## config.mk

```make
export PLATFORM = sky130hd
export DESIGN_NAME = alu_ejecucion
export DESIGN_NICKNAME = d
export VERILOG_FILES = /design/src/rtl/alu_ejecucion.sv
export SDC_FILE = /design/constraint.sdc
export NUM_CORES = 1
export LEC_CHECK = 0
export BUFFER_PORTS_ARGS = -buffer_cell sky130_fd_sc_hd__buf_2
export CAP_MARGIN = 0
export CORE_AREA = 2 2 66 68
export CTS_CLUSTER_SIZE = 20
export DETAILED_ROUTE_END_ITERATION = 6
export DIE_AREA = 0 0 68 70
export PLACE_DENSITY_LB_ADDON = 0.2
export SETUP_SLACK_MARGIN = 0.05
export SLEW_MARGIN = 30
export SYNTH_ARGS = -nofsm -noshare
export SYNTH_HDL_FRONTEND = slang
export SYNTH_SLANG_ARGS = --single-unit
```

## constraint.sdc

```tcl
create_clock -name clk -period 7.3 [get_ports clk]
set_input_delay 0.73 -clock clk [delete_from_list [all_inputs] [get_ports clk]]
set_output_delay 0.73 -clock clk [all_outputs]
set_load 0.01 [all_outputs]
```

## src/rtl/alu_ejecucion.sv

```systemverilog
// Execute/write-back stage for a small register file: single-cycle ALU ops,
// a 4-cycle shift-add multiply, and forwarding of its own pending write-back.
module alu_ejecucion #(
    parameter int W  = 4,
    parameter int AW = 2
) (
    input  logic          clk,
    input  logic          rst_n,
    input  logic          in_valid,
    output logic          in_ready,
    input  logic [2:0]    op,
    input  logic [AW-1:0] rs_a,
    input  logic [AW-1:0] rt_a,
    input  logic [AW-1:0] rd_a,
    output logic [AW-1:0] rs,
    output logic [AW-1:0] rt,
    input  logic [W-1:0]  crs,
    input  logic [W-1:0]  crt,
    output logic [W-1:0]  dw,
    output logic [AW-1:0] rw,
    output logic          rwe,
    output logic          zero,
    output logic          carry
);
    localparam int CW = $clog2(W);

    typedef enum logic [2:0] {
        OP_ADD = 3'b000,
        OP_SUB = 3'b001,
        OP_AND = 3'b010,
        OP_OR  = 3'b011,
        OP_XOR = 3'b100,
        OP_SLT = 3'b101,
        OP_MUL = 3'b110,
        OP_NOP = 3'b111
    } op_e;

    typedef enum logic [1:0] {
        ST_IDLE,
        ST_MUL,
        ST_WB
    } state_e;

    state_e          state_q, state_d;
    logic [W-1:0]    dw_q, dw_d;
    logic [AW-1:0]   rw_q, rw_d;
    logic            rwe_q, rwe_d;
    logic            zero_q, zero_d;
    logic            carry_q, carry_d;
    logic [CW-1:0]   cnt_q, cnt_d;
    logic [2*W-1:0]  acc_q, acc_d;
    logic [W-1:0]    a_q, a_d;
    logic [W-1:0]    b_q, b_d;

    op_e             op_i;
    logic            accept;
    logic [W-1:0]    op_a, op_b;
    logic [W:0]      sum_ext, dif_ext;
    logic [W-1:0]    alu_res;
    logic            alu_carry;
    logic [2*W-1:0]  partial, acc_sum;

    assign rs       = rs_a;
    assign rt       = rt_a;
    assign in_ready = (state_q != ST_MUL);
    assign accept   = in_valid && in_ready;
    assign op_i     = op_e'(op);

    // The register file commits dw on the same edge we capture, so bypass it.
    assign op_a = (rwe_q && (rw_q == rs_a)) ? dw_q : crs;
    assign op_b = (rwe_q && (rw_q == rt_a)) ? dw_q : crt;

    assign sum_ext = {1'b0, op_a} + {1'b0, op_b};
    assign dif_ext = {1'b0, op_a} - {1'b0, op_b};

    // NOTE: every variable written here gets a default first, so no latch is inferred.
    always_comb begin
        alu_res   = '0;
        alu_carry = 1'b0;
        case (op_i)
            OP_ADD: begin
                alu_res   = sum_ext[W-1:0];
                alu_carry = sum_ext[W];
            end
            OP_SUB: begin
                alu_res   = dif_ext[W-1:0];
                alu_carry = dif_ext[W];
            end
            OP_AND:  alu_res = op_a & op_b;
            OP_OR:   alu_res = op_a | op_b;
            OP_XOR:  alu_res = op_a ^ op_b;
            OP_SLT:  alu_res = {{(W-1){1'b0}}, (op_a < op_b)};
            default: alu_res = '0;
        endcase
    end

    assign partial = b_q[cnt_q] ? ({{W{1'b0}}, a_q} << cnt_q) : '0;
    assign acc_sum = acc_q + partial;

    always_comb begin
        state_d = state_q;
        dw_d    = dw_q;
        rw_d    = rw_q;
        rwe_d   = 1'b0;
        zero_d  = zero_q;
        carry_d = carry_q;
        cnt_d   = cnt_q;
        acc_d   = acc_q;
        a_d     = a_q;
        b_d     = b_q;

        case (state_q)
            ST_MUL: begin
                acc_d = acc_sum;
                cnt_d = cnt_q + CW'(1);
                if (cnt_q == CW'(W - 1)) begin
                    state_d = ST_WB;
                    dw_d    = acc_sum[W-1:0];
                    rw_d    = rw_q;
                    rwe_d   = 1'b1;
                    zero_d  = (acc_sum[W-1:0] == '0);
                    carry_d = |acc_sum[2*W-1:W];
                end
            end
            default: begin
                state_d = ST_IDLE;
                if (accept) begin
                    if (op_i == OP_MUL) begin
                        state_d = ST_MUL;
                        a_d     = op_a;
                        b_d     = op_b;
                        cnt_d   = '0;
                        acc_d   = '0;
                        rw_d    = rd_a;
                    end else if (op_i != OP_NOP) begin
                        state_d = ST_WB;
                        dw_d    = alu_res;
                        rw_d    = rd_a;
                        rwe_d   = 1'b1;
                        zero_d  = (alu_res == '0);
                        carry_d = alu_carry;
                    end
                end
            end
        endcase
    end

    // NOTE: non-blocking assignments so every flop samples pre-edge values.
    always_ff @(posedge clk or negedge rst_n) begin
        if (!rst_n) begin
            state_q <= ST_IDLE;
            dw_q    <= '0;
            rw_q    <= '0;
            rwe_q   <= 1'b0;
            zero_q  <= 1'b0;
            carry_q <= 1'b0;
            cnt_q   <= '0;
            acc_q   <= '0;
            a_q     <= '0;
            b_q     <= '0;
        end else begin
            state_q <= state_d;
            dw_q    <= dw_d;
            rw_q    <= rw_d;
            rwe_q   <= rwe_d;
            zero_q  <= zero_d;
            carry_q <= carry_d;
            cnt_q   <= cnt_d;
            acc_q   <= acc_d;
            a_q     <= a_d;
            b_q     <= b_d;
        end
    end

    assign dw    = dw_q;
    assign rw    = rw_q;
    assign rwe   = rwe_q;
    assign zero  = zero_q;
    assign carry = carry_q;
endmodule
```

==> flow_metrics.tcl <==
set metrics [dict create \
    internal_power_mw 0.410 \
    htree_levels 2 \
    timing.final.crit_share_pct 47.0 \
    drc 0 \
    die_h_um 70 \
    cp_max_fo 4 \
    synth_ff_type "dfrtp_1" \
    crit_chain "buf_2 -> xnor2_1 -> nand3_1 -> mux2i_1 -> inv_1 -> ha_1 -> inv_1 -> fa_1 -> and2_0 -> or4_1 -> a21oi_1 -> a311oi_1 -> nor4b_4 -> a221o_1" \
    setup_viol_count_final 0 \
    max-slew-margin-rel_pct 51.2 \
    reg2reg_depth 13 \
    drive_gt1_share_pct 19.7 \
    netlist_instances 252 \
    comb_power_share_pct 43.3 \
    hold_buffers 0 \
    worst-slew-pin-transition_ps 729 \
    cts_sinks 29 \
    worstSetupStartpointType "input pin" \
    insertedDiodeCount 0 \
    final_max_slew_viol_count 0 \
    muxShareOfSynthArea_pct 7.55 \
    status "complete, no violations" \
    endpoint_kind "flop" \
    clk_pin_slew_ps 60 \
    ctsResizeCount 0 \
    drt_pass1_iterations 4 \
    antenna_found_initial 0 \
    fin_crit_ps 3430 \
    post_cts_buffers 0 \
    rows 24 \
    p_seq_share_pct 38.1 \
    vias 1918 \
    cp_num_buf_inv 3 \
    yosys.area_share.adder_pct 13.1 \
    final_area_um2 2560 \
    synth_top_area_share_pct 30.6 \
    core_area_um2 4140 \
    via_per_inst 5.79 \
    port_buffers 33 \
    ctsLongestPathBuffers 2 \
    cp_top_family "simple AND/OR/NAND/NOR gates" \
    grt_max_degree 30 \
    required_ps 7470 \
    fp.dieW_um 68 \
    hpwlAfterDp_um 4180 \
    ys_types 56 \
    drt-initial-drc-count 110 \
    syn_area_um2 2370 \
    max_cap_violations 0 \
    synth-edff-count 0 \
    fillCellCount 362 \
    skew_ps 2.42 \
    synthXorXnorAreaFrac_pct 3.70 \
    avgSynthCellArea_um2 9.40 \
    peakVddDrop_mv 0.0949 \
    swShare_pct 40.4 \
    ff2ff_setup_slack_ps 3990 \
    p_clk_share_pct 18.6 \
    insertion_delay_ps 280 \
    mostFrequentLayoutCell "buf_2" \
    area_growth_pct 8.03 \
    ant_nets 0 \
    place_ws_ps 3600 \
    cts_buffers 5 \
    finalNonFillerCells 331 \
    p_total_mw 0.687 \
    holdWs_ps 471 \
    mostFrequentLayoutCells "buf_2, dfrtp_1, nand2_1" \
    synth_compound_area_share_pct 21.4 \
    p_per_area_nw_per_um2 268 \
    r2r-start "rw[0]" \
    async_flop_share_pct 100 \
    syn-num-nets 295 \
    finalSetupTns_ps 0 \
    grt_pass1_wl_um 8940 \
    synth_seq_cells 29 \
    cts_tree "yes" \
    cts_root_buf "clkbuf_8" \
    final_util_pct 61.7 \
    fin_ws_ps 3870 \
    initial_utilization_pct 57.2 \
    r2r_end "zero" \
    slowest_stage "or4_1" \
    yosys-top-cells-area "dfrtp_1, ha_1, mux2i_1, a21oi_1, nand2_1" \
    placedCellCount 323 \
    p_leak_nw 1.29 \
    synthSimpleGateAreaFrac_pct 14.7 \
    grt_use_total_pct 25.1 \
    grt_pass1_vias 1844 \
    place_area_um2 2480 \
    synth_top_area_cell "dfrtp_1" \
    io_pins 34 \
    seq_area_frac_synth_pct 30.6 \
    dieArea_um2 4760 \
    cp_common_cell "inv_1" \
    wirelength_um 5370 \
    wl_per_cell_um 16.2 \
    yosys_warnings 0 \
    min_path_type "input pin to asynchronous set/reset pin" \
    gp_congestion 0.841 \
    synth_top_family_by_area "compound AO/OA/AOI/OAI gates" \
    slowest_delay_ps 460 \
    final_net_count 321 \
    final-hold-violation-count 0 \
    critical_path_class "input pin to flop" \
    overflow 0 \
    arrival_ps 3600 \
    rsz0062_at_grt "no" \
    power.switching_mw 0.277 \
    max_freq_mhz 292 \
]
[how the worst max path moves through the flow]
| stage | start | slack (ps) | endpoint | depth (start not counted) |
|---|---|---|---|---|
| final | rs_a[0] | 3870 | zero | 14 |
| after global routing | rt_a[1] | 3670 | zero | 14 |
| after CTS | rs_a[0] | 3890 | zero | 14 |
| after detailed placement | rs_a[0] | 3600 | zero | 14 |
| after global placement | rs_a[0] | 3640 | zero | 14 |
| after floorplan | rs_a[0] | 3990 | zero | 13 |
[layout make-up]
class / count / area, µm² / area share (%)
clock inverters: 2 / 10.0 / 0.391
multi-input cells: 187 / 1430 / 55.9
repair buffers: 34 / 173 / 6.75
clock buffers: 6 / 72.6 / 2.84
flip-flops and latches: 29 / 726 / 28.4
well taps: 52 / 65.1 / 2.54
inverters: 21 / 81.3 / 3.18
[cells in the mapped netlist, types with 4 or more instances]
cell type,instances
o21ai_1,10
nor2_1,15
nor2b_1,4
nand3_1,5
nand2_1,22
inv_1,19
o21ai_0,11
ha_1,20
dfrtp_1,29
clkbuf_1,5
xnor2_1,7
a22o_1,6
and2_1,4
buf_4,4
a21oi_1,18
mux2i_1,10
[power groups by stage]
| stage | clock (mW) | combinational (mW) | sequential (mW) |
|---|---|---|---|
| final | 0.128 | 0.297 | 0.262 |
| after global routing | 0.138 | 0.332 | 0.270 |
| after CTS | 0.131 | 0.297 | 0.262 |
| after detailed placement | 0 | 0.294 | 0.265 |
| after global placement | 0 | 0.289 | 0.262 |
| after floorplan | 0 | 0.235 | 0.247 |
[state kept, by name, indices dropped and copies added (netlist names)]
name,flops
rwe,1
cnt_q,2
rw,2
b_q,4
acc_q,8
carry,1
state_q,2
zero,1
dw,4
a_q,4
[per-layer routing]
metal / share of wire, % / GRT usage, % / vias up
met5: 0 / 0 / -
met4: 1.7 / 9.33 / 0
met3: 3.3 / 4.51 / 9
met2: 50 / 38.7 / 45
met1: 45 / 34.8 / 914
li1: - / - / 950
[logic make-up after synthesis]
family,after synthesis
compound gates,74
xor+xnor,10
fa+ha+maj,23
buf+inv,36
flops,29
mux,15
simple gates,65
(Power assumes the default switching activity.)
